[src/rtl/lock_code_writer.sv]
// Programming side of the 2-bit combination lock.
// Holds the stored code, runs the old/new/confirm change sequence and drives the status lights.
module lock_code_writer #(
    parameter int         HOLD_CYCLES    = 4,
    parameter int         TIMEOUT_CYCLES = 16,
    parameter int         MAX_FAILS      = 3,
    parameter int         LOCK_CYCLES    = 32,
    parameter logic [1:0] DEFAULT_CODE   = 2'b00
) (
    input  logic clk,
    input  logic rst_n,
    input  logic prog,
    input  logic ok,
    input  logic b1,
    input  logic b0,
    output logic v1,
    output logic v0,
    output logic e,
    output logic x,
    output logic y,
    output logic z
);

    localparam int MAX_HT = (HOLD_CYCLES > TIMEOUT_CYCLES) ? HOLD_CYCLES : TIMEOUT_CYCLES;
    localparam int MAX_T  = (MAX_HT > LOCK_CYCLES) ? MAX_HT : LOCK_CYCLES;
    localparam int TW     = $clog2(MAX_T + 1);

    localparam logic [TW-1:0] HOLD_LAST    = TW'(HOLD_CYCLES - 1);
    localparam logic [TW-1:0] TIMEOUT_LAST = TW'(TIMEOUT_CYCLES - 1);
    localparam logic [TW-1:0] LOCK_LAST    = TW'(LOCK_CYCLES - 1);
    localparam logic [1:0]    FAIL_LIMIT   = 2'(MAX_FAILS);

    typedef enum logic [2:0] {
        IDLE,
        AUTH,
        NEW1,
        NEW2,
        DONE,
        FAIL,
        LOCK
    } state_t;

    state_t        state_q, state_d;
    logic [1:0]    code_q, code_d;
    logic [1:0]    tmp_q, tmp_d;
    logic [1:0]    fail_cnt_q, fail_cnt_d;
    logic [TW-1:0] t_q, t_d;
    logic          prog_q, prog_d;
    logic          ok_q, ok_d;

    logic       prog_ev;
    logic       ok_ev;
    logic [1:0] sw;
    logic [1:0] fail_inc;

    assign prog_ev  = prog & ~prog_q;
    assign ok_ev    = ok & ~ok_q;
    assign sw       = {b1, b0};
    assign fail_inc = (fail_cnt_q == 2'd3) ? 2'd3 : fail_cnt_q + 2'd1;

    always_ff @(posedge clk) begin
        if (!rst_n) begin
            state_q    <= IDLE;
            code_q     <= DEFAULT_CODE;
            tmp_q      <= 2'b00;
            fail_cnt_q <= 2'b00;
            t_q        <= '0;
            prog_q     <= 1'b1;
            ok_q       <= 1'b1;
        end else begin
            state_q    <= state_d;
            code_q     <= code_d;
            tmp_q      <= tmp_d;
            fail_cnt_q <= fail_cnt_d;
            t_q        <= t_d;
            prog_q     <= prog_d;
            ok_q       <= ok_d;
        end
    end

    always_comb begin
        state_d    = state_q;
        code_d     = code_q;
        tmp_d      = tmp_q;
        fail_cnt_d = fail_cnt_q;
        t_d        = t_q + TW'(1);
        prog_d     = prog;
        ok_d       = ok;

        case (state_q)
            IDLE: begin
                t_d = '0;
                if (prog_ev) state_d = AUTH;
            end
            AUTH, NEW1, NEW2: begin
                // cancel wins over a same-cycle confirm
                if (prog_ev) begin
                    state_d = IDLE;
                end else if (ok_ev) begin
                    t_d = '0;
                    if (state_q == AUTH) begin
                        if (sw == code_q) begin
                            state_d = NEW1;
                        end else begin
                            state_d    = FAIL;
                            fail_cnt_d = fail_inc;
                        end
                    end else if (state_q == NEW1) begin
                        tmp_d   = sw;
                        state_d = NEW2;
                    end else if (sw == tmp_q) begin
                        code_d     = tmp_q;
                        fail_cnt_d = 2'd0;
                        state_d    = DONE;
                    end else begin
                        state_d    = FAIL;
                        fail_cnt_d = fail_inc;
                    end
                end else if (t_q == TIMEOUT_LAST) begin
                    state_d = IDLE;
                end
            end
            DONE: begin
                if (t_q == HOLD_LAST) state_d = IDLE;
            end
            FAIL: begin
                if (t_q == HOLD_LAST) state_d = (fail_cnt_q >= FAIL_LIMIT) ? LOCK : IDLE;
            end
            LOCK: begin
                if (t_q == LOCK_LAST) begin
                    state_d    = IDLE;
                    fail_cnt_d = 2'd0;
                end
            end
            default: state_d = IDLE;
        endcase

        if (state_d != state_q) t_d = '0;
    end

    always_comb begin
        {e, x, y, z} = 4'b1000;
        case (state_q)
            IDLE:    {e, x, y, z} = 4'b1000;
            AUTH:    {e, x, y, z} = 4'b0001;
            NEW1:    {e, x, y, z} = 4'b0011;
            NEW2:    {e, x, y, z} = 4'b0011;
            DONE:    {e, x, y, z} = 4'b0010;
            FAIL:    {e, x, y, z} = 4'b0100;
            LOCK:    {e, x, y, z} = 4'b0101;
            default: {e, x, y, z} = 4'b1000;
        endcase
    end

    assign v1 = code_q[1];
    assign v0 = code_q[0];

endmodule

[config.mk]
export PLATFORM = sky130hd
export DESIGN_NAME = lock_code_writer
export DESIGN_NICKNAME = d
export VERILOG_FILES = /design/src/rtl/lock_code_writer.sv
export SDC_FILE = /design/constraint.sdc
export NUM_CORES = 1
export LEC_CHECK = 0
export ABC_AREA = 1
export BUFFER_PORTS_ARGS = -buffer_cell sky130_fd_sc_hd__buf_2
export CORE_ASPECT_RATIO = 1.2
export CORE_MARGIN = 2
export CORE_UTILIZATION = 35
export CTS_BUF_LIST = sky130_fd_sc_hd__clkbuf_2 sky130_fd_sc_hd__clkbuf_4 sky130_fd_sc_hd__clkbuf_8
export CTS_CLUSTER_SIZE = 24
export DETAILED_ROUTE_END_ITERATION = 10
export PLACE_DENSITY = 0.52
export SLEW_MARGIN = 10
export SYNTH_ARGS = -nofsm -noshare
export SYNTH_HDL_FRONTEND = slang
export SYNTH_SLANG_ARGS = --single-unit
[constraint.sdc]
create_clock -name clk -period 4.1 [get_ports clk]
set_input_delay 0.41 -clock clk [delete_from_list [all_inputs] [get_ports clk]]
set_output_delay 0.41 -clock clk [all_outputs]
set_load 0.05 [all_outputs]
==> run metrics, run 1 <==
share of post-route cells with drive strength above 1 about a quarter; effective utilization at floorplan between 30% and 40%; Antenna Nets Post-Route 0; sink count of the clock tree 17; count of filler cells inserted in the layout 321; Synth Net Count about 170; syn_area_per_cell ~6.7 sq um; top-level port count 12; kind of critical path reg2out; post-cts repair resize count 0; master of the slowest instance on the critical path dfxtp_1; FF/Latch Area roughly 340 sq um; initial antenna violation count 0; unrepaired setup endpoints after global routing false; number of H-tree levels 1; drt via density 4.97; via count of the first global-routing pass ~1000; Setup TNS Final 0 ns; number of nets in the layout 185; HPWL after detailed placement approximately 1.9 mm; pin count of the biggest net entering global routing 11; Final Hold Vio Count 0; total setup buffers inserted after CTS 0; n_diodes 0; arrival time reported for the critical path endpoint 1.48 ns; Netlist cell types 26; Worst-Skew Late Latency 0.30 ns; Num CTS Buffers 3; maximum clock insertion buffer count 2; detailed-route wire length per cell between 10 and 15 um; DRC violations left 0; chain of cells forming the critical path nor2_2 > a21oi_1 > buf_2; fraction of the yosys area taken by sequential cells 31.2%; total global-route track usage 15.7%; areal power density over the cells 242 nW/um^2; crit path time final 1.89 ns; data required time at the worst endpoint 3.69 ns; path category of the worst min-delay check in2reg; CP Launch Type flip-flop; RD Place Congestion 0.814; TritonCTS clock tree done; Worst-path clk slew 0.11 ns; total leakage power between 0.5 and 0.6 nW; floorplan die area 3590 sq um; status completed; standard cell core area around 3000 sq um; wire length of the first global-routing pass ~4.3 mm; slew of the pin with the lowest slew margin roughly 0.67 ns; synthesized area 1090 sq um; worst max-slew margin expressed relative to the limit between 50% and 60%; IR Drop Worst-Case VDD approximately 180 uV; Pre-Repair DR Iteration Count 4; number of warnings issued by yosys 0; flip-flop and latch count after synthesis 17; area of combinational cells with multiple inputs between 600 and 700 sq um; std cell rows 22; sum of overflow across all layers after global routing 0; total wirelength of the detailed-routed design approximately 2.4 mm; number of cells produced by synthesis between 150 and 200; root buffer cell clkbuf_4; total of max-cap violations 0; Die Span X roughly 55 um; die span in y 65.2 um; First DRT Iteration DRCs between 50 and 60; share of the clock period used by the worst path after layout a little under half; type of destination of the critical path output port; delay contributed by the slowest stage of the critical path roughly 0.59 ns; number of max-slew violations in the final report 0; relative area change from synthesis to final layout 10.7%; Layout Skew ~0.0076 ns; count of buffers inserted at the top-level ports 11; largest fanout of any net on the critical path 10; total power draw approximately 290 uW; Final setup viols 0; detailed-route via count approximately 1100; cts hold-fix bufs 0; Highest Clock Rate ~530 MHz
-- layer usage --
metal	wire length [um]	track usage (%)	vias to the layer above
li1	-	-	553
met1	1020	17.8	483
met2	1250	29.0	18
met3	74	2.05	5
met4	34	4.57	0
met5	0	0	-
-- where the power goes --
group | total [mW] | switching [mW] | internal, mW
combinational | 0.0326 | 0.0226 | 0.00994
clock | 0.0915 | 0.0551 | 0.0363
sequential | 0.169 | 0.00186 | 0.167
total | 0.293 | 0.0796 | 0.213
-- logic make-up after synthesis --
group           Yosys count  synth area share [%]
simple gates             96                  46.2
buf+inv                  26                  9.28
compound gates           24                  12.3
flops                    17                  31.2
fa+ha+maj                 1                  1.15
-- state kept, by name, summed over array words and instances (netlist names) --
signal and flops:
code_q 2, fail_cnt_q 2, ok_q 1, prog_q 1, state_q 3, t_q 6
tmp_q 2
-- critical path, delay by kind of cell, from the launching register on --
family	cells	cell delay [ns]
AO/OA/AOI/OAI	1	0.17
buffers and inverters	1	0.29
AND/OR/NAND/NOR	1	0.13
flip-flops	1	0.59
-- cell usage in the layout, fill, tap and decap left out --
cell	n
nand2_1	40
nor2_1	18
inv_1	17
dfxtp_1	17
nand3_1	12
buf_2	11
a21oi_1	10
o21ai_0	9
inv_2	7
nor3_2	7
nand2_2	5
nand3_2	4
nor2_2	3
clkbuf_4	3
nand3b_1	2
nor2_4	1
a31oi_1	1
nor3_1	1
a21oi_2	1
a32oi_1	1
o21a_1	1
nand2_4	1
o211ai_1	1
nand3_4	1
or2_2	1
ha_1	1
clkinv_2	1
-- layout make-up --
cell class | count | area share, %
multi-input cells | 121 | 53.8
flip-flops and latches | 17 | 28.2
inverters | 24 | 7.45
repair buffers | 11 | 4.55
well taps | 36 | 3.73
clock buffers | 3 | 1.86
clock inverters | 1 | 0.414
-- worst paths after layout --
path | start | end | slack (ns) | cells after the start
worst max register to register | t_q[0]$_SDFF_PP0_ | t_q[4]$_SDFF_PP0_ | 2.37 | 10
worst min register to register | code_q[0]$_SDFFE_PN0P_ | code_q[0]$_SDFFE_PN0P_ | 0.49 | 2
worst min-delay path | prog | prog_q$_SDFF_PN1_ | 0.30 | 3
worst max-delay path | state_q[1]$_SDFF_PN0_ | z | 2.21 | 3
-- cells in the mapped netlist --
cell / count / area, sq um
a21oi_1: 10 / 50.1
a21oi_2: 1 / 8.76
a31oi_1: 1 / 6.26
a32oi_1: 1 / 8.76
buf_4: 1 / 7.51
clkbuf_1: 1 / 3.75
dfxtp_1: 17 / 340
ha_1: 1 / 12.5
inv_1: 17 / 63.8
inv_2: 7 / 26.3
nand2_1: 40 / 150
nand2_2: 5 / 31.3
nand2_4: 1 / 11.3
nand3_1: 12 / 60.1
nand3_2: 4 / 40.0
nand3_4: 1 / 17.5
nand3b_1: 2 / 15.0
nor2_1: 18 / 67.6
nor2_2: 3 / 18.8
nor2_4: 1 / 11.3
nor3_1: 1 / 5.00
nor3_2: 7 / 70.1
o211ai_1: 1 / 7.51
o21a_1: 1 / 7.51
o21ai_0: 9 / 45.0
or2_2: 1 / 6.26
-- stage by stage --
stage                     instances  setup slack [ns]  utilization, %  hold WS [ns]  area, sq um
after global routing            213              2.10            39.9         0.319         1210
after floorplan                 164              1.88               -         0.460         1090
after global placement          209              2.32            39.0         0.465         1180
final                           213              2.21            39.9         0.296         1210
after CTS                       213              2.22            39.9         0.292         1210
after detailed placement        209              2.27            39.0         0.482         1180
Power figures use the tool's default switching activity.
==> inputs of run 2 (changes only) <==
--- a/config.mk
+++ b/config.mk
@@ -5,7 +5,7 @@
 export SDC_FILE = /design/constraint.sdc
 export NUM_CORES = 1
 export LEC_CHECK = 0
-export ABC_AREA = 1
+export ABC_AREA = 0
 export BUFFER_PORTS_ARGS = -buffer_cell sky130_fd_sc_hd__buf_2
 export CORE_ASPECT_RATIO = 1.2
 export CORE_MARGIN = 2
@@ -13,7 +13,7 @@
 export CTS_BUF_LIST = sky130_fd_sc_hd__clkbuf_2 sky130_fd_sc_hd__clkbuf_4 sky130_fd_sc_hd__clkbuf_8
 export CTS_CLUSTER_SIZE = 24
 export DETAILED_ROUTE_END_ITERATION = 10
-export PLACE_DENSITY = 0.52
+export PLACE_DENSITY = 0.53
 export SLEW_MARGIN = 10
 export SYNTH_ARGS = -nofsm -noshare
 export SYNTH_HDL_FRONTEND = slang
==> constraint.sdc (replaced) <==
create_clock -name clk -period 1.77 [get_ports clk]
set_input_delay 0.177 -clock clk [delete_from_list [all_inputs] [get_ports clk]]
set_output_delay 0.177 -clock clk [all_outputs]
set_load 0.05 [all_outputs]
==> run 2 against run 1 <==
The flow now finishes with violations (negative setup slack). Cell count decreased by 14%. Non-clock buffer count up 19. Wire length increased by 6.5%. Synthesized cell count fell by 26%.
==> run metrics, run 2 <==
startpoint of the worst register-to-register path t_q[1]$_SDFF_PP0_; post-synth top area cell dfxtp_1; most common flop cell mapped by yosys dfxtp_1; Antenna Nets Post-Route 0; fraction of the mapped netlist area in adder cells between 1 and 1.5%; root buffer cell clkbuf_4; number of warnings issued by yosys 0; chain of cells forming the critical path ha_4 > or3b_4 > or4_4 > o2111a_1 > o221ai_4 > nor3_1; Final setup viols 8; most frequent cells in the layout 18 x buf_4, 14 x dfxtp_1, 11 x nand2_1, 11 x nor2_1, 10 x buf_2; sink count of the clock tree 17; CP Launch Type flip-flop; Largest regs t_q: 6 flops, state_q: 3 flops; total leakage power ~0.50 nW; Synth Area in Compound Gates 20.1%; number of H-tree levels 1; drt via density 5.46; effective utilization at floorplan 36.3%; n_diodes 0; main combinational cell family by area after synthesis simple AND/OR/NAND/NOR gates; standard cell core area 2730 sq um; share of post-route cells with drive strength above 1 between 30% and 40%; die span in y ~62 um; slew of the pin with the lowest slew margin about 0.56 ns; Final Hold Vio Count 0; fraction of registers with async set or reset after synthesis 0%; number of cells in the finished layout apart from fillers ~180; status complete, but fails checks; most common library cell in the layout ignoring fill and taps buf_4; number of cells produced by synthesis ~120; total instance count after detailed placement between 150 and 200; TritonCTS clock tree done; Die Span X ~53 um; Synth Net Count about 130; pin count of the biggest net entering global routing 12; via count of the first global-routing pass between 900 and 1000; detailed-route via count 1004; Critical path destination t_q[3]$_SDFF_PP0_; data required time at the worst endpoint ~1.9 ns; top-count cell post-synth dfxtp_1; kind of critical path reg2reg; std cell rows 21; total wirelength of the detailed-routed design between 2 and 3 mm; worst reg2reg path endpoint t_q[3]$_SDFF_PP0_; HPWL after detailed placement 1.90 mm; unrepaired setup endpoints after global routing true; multiplexer area fraction after synthesis 2.02%; number of enable-type register cells in the synthesized netlist 0; Netlist cell types 39; master of the slowest instance on the critical path or4_4; type of destination of the critical path flip-flop; detailed-route wire length per cell 13.7 um; number of nets in the layout approximately 160; share of the clock period used by the worst path after layout 108%; Pre-Repair DR Iteration Count 4; wire length of the first global-routing pass 4.18 mm; initial antenna violation count 0; R2R depth 6; top cell type's share of synthesized area about a third; RD Place Congestion 0.865; IR Drop Worst-Case VDD between 200 and 300 uV; worst max-slew margin expressed relative to the limit just over 60%; Worst-Skew Late Latency between 0.2 and 0.3 ns; floorplan die area around 3300 sq um; count of buffers inserted at the top-level ports 11; total global-route track usage 16.9%; placement-stage worst setup slack -0.210 ns; final worst-path setup slack -0.148 ns; fraction of the yosys area taken by sequential cells roughly a third; Layout Skew about 0.0013 ns; beginning of the critical path t_q[1]$_SDFF_PP0_; crit path time final around 1.9 ns; most frequent cells after synthesis 17 x dfxtp_1, 11 x nand2_1, 11 x nor2_1; largest reg by FF count t_q; path category of the worst min-delay check in2reg; reg-to-reg setup timing slack -0.15 ns; syn_area_per_cell approximately 8 sq um; maximum clock insertion buffer count 2; Num CTS Buffers 3; count of filler cells inserted in the layout 280; First DRT Iteration DRCs 24; Highest Clock Rate around 520 MHz; synthesized area 991 sq um; Worst-path clk slew ~0.10 ns; delay contributed by the slowest stage of the critical path 0.43 ns; total of max-cap violations 0; largest cells by area after synthesis dfxtp_1 34%, xor2_1 5.3%, nand2b_1 4.4%; Setup TNS Final -0.920 ns; violations in the final reports negative setup slack; utilization after layout about 49%; arrival time reported for the critical path endpoint between 2 and 2.5 ns; relative area change from synthesis to final layout 36.1%; top-level port count 12; number of max-slew violations in the final report 0; flip-flop and latch count after synthesis 17; post-synthesis xor/xnor area fraction under 10%; sum of overflow across all layers after global routing 0; largest fanout of any net on the critical path 6; post-synthesis simple-gate area fraction a little under a third; Largest register FFs 6; DRC violations left 0; cts hold-fix bufs 0; areal power density over the cells between 500 and 600 nW/um^2
-- run 2: cell count changes after synthesis, moves of 7 or more --
cell      delta
nand2_1     -29
nor2_1       -7
inv_1       -15
nand3_1      -9
inv_2        -7
nor3_2       -7
nand2b_1     +7
-- run 2: kinds of logic (layout without fill, tap and decap cells) --
kind of cell	Yosys count	after routing
and+or+nand+nor	57	57
adders and majority gates	1	1
AOI/OAI and AO/OA	29	29
xor gates and xnor gates	8	8
muxes	2	2
buffers and inverters	8	36
DFF	17	17
-- run 2: layout make-up --
class | instances | area [sq um] | share of cell area [%]
inverter | 2 | 7.51 | 0.557
multi-input combinational | 97 | 721 | 53.4
timing repair buffer | 30 | 204 | 15.1
sequential | 17 | 344 | 25.5
clock buffer | 4 | 30.0 | 2.23
tap | 34 | 42.5 | 3.15
-- run 2: repair_timing --
action	in CTS	in global routing
endpoints found under the setup margin	10	13
endpoints found under the hold margin	0	0
resized for setup	7	12
pin swaps	3	7
buffers inserted	1	1
-- run 2: how the worst min path moves through the flow --
stage | start | to | slack [ns] | depth (start not counted)
2_1_floorplan | rst_n | ok_q$_SDFF_PN1_ | 0.25 | 1
3_3_place_gp | ok | ok_q$_SDFF_PN1_ | 0.37 | 2
5_1_grt | ok | ok_q$_SDFF_PN1_ | 0.07 | 2
6_report | ok | ok_q$_SDFF_PN1_ | 0.08 | 2
3_5_place_dp | ok | ok_q$_SDFF_PN1_ | 0.38 | 2
4_1_cts | ok | ok_q$_SDFF_PN1_ | 0.07 | 2
-- run 2: routing by layer --
metal	vias to the layer above	routed length (um)	share of wire, %	global-route usage [%]
met1	477	1010	40	17.4
met3	4	60	2.4	2.16
met4	0	39	1.5	8.01
met2	19	1420	56	31.6
met5	-	0	0	0
li1	504	-	-	-
-- run 2: per-stage QoR --
stage	cell area (sq um)	hold WS [ns]	total power [mW]
2_1_floorplan	1010	0.250	0.433
6_report	1350	0.0797	0.682
4_1_cts	1290	0.0721	0.690
3_5_place_dp	1210	0.382	0.458
3_3_place_gp	1210	0.371	0.457
5_1_grt	1350	0.0706	0.725
-- run 2: worst max-delay path, delay by kind of cell, from the launching register on --
family / cells / cell delay (ns)
compound gates: 2 / 0.40
fa+ha+maj: 1 / 0.13
flops: 1 / 0.36
simple gates: 3 / 0.91
-- run 2: power breakdown --
group	internal [mW]	total [mW]	switching, mW
Combinational	0.0238	0.0650	0.0412
Sequential	0.386	0.390	0.00344
Clock	0.103	0.227	0.124
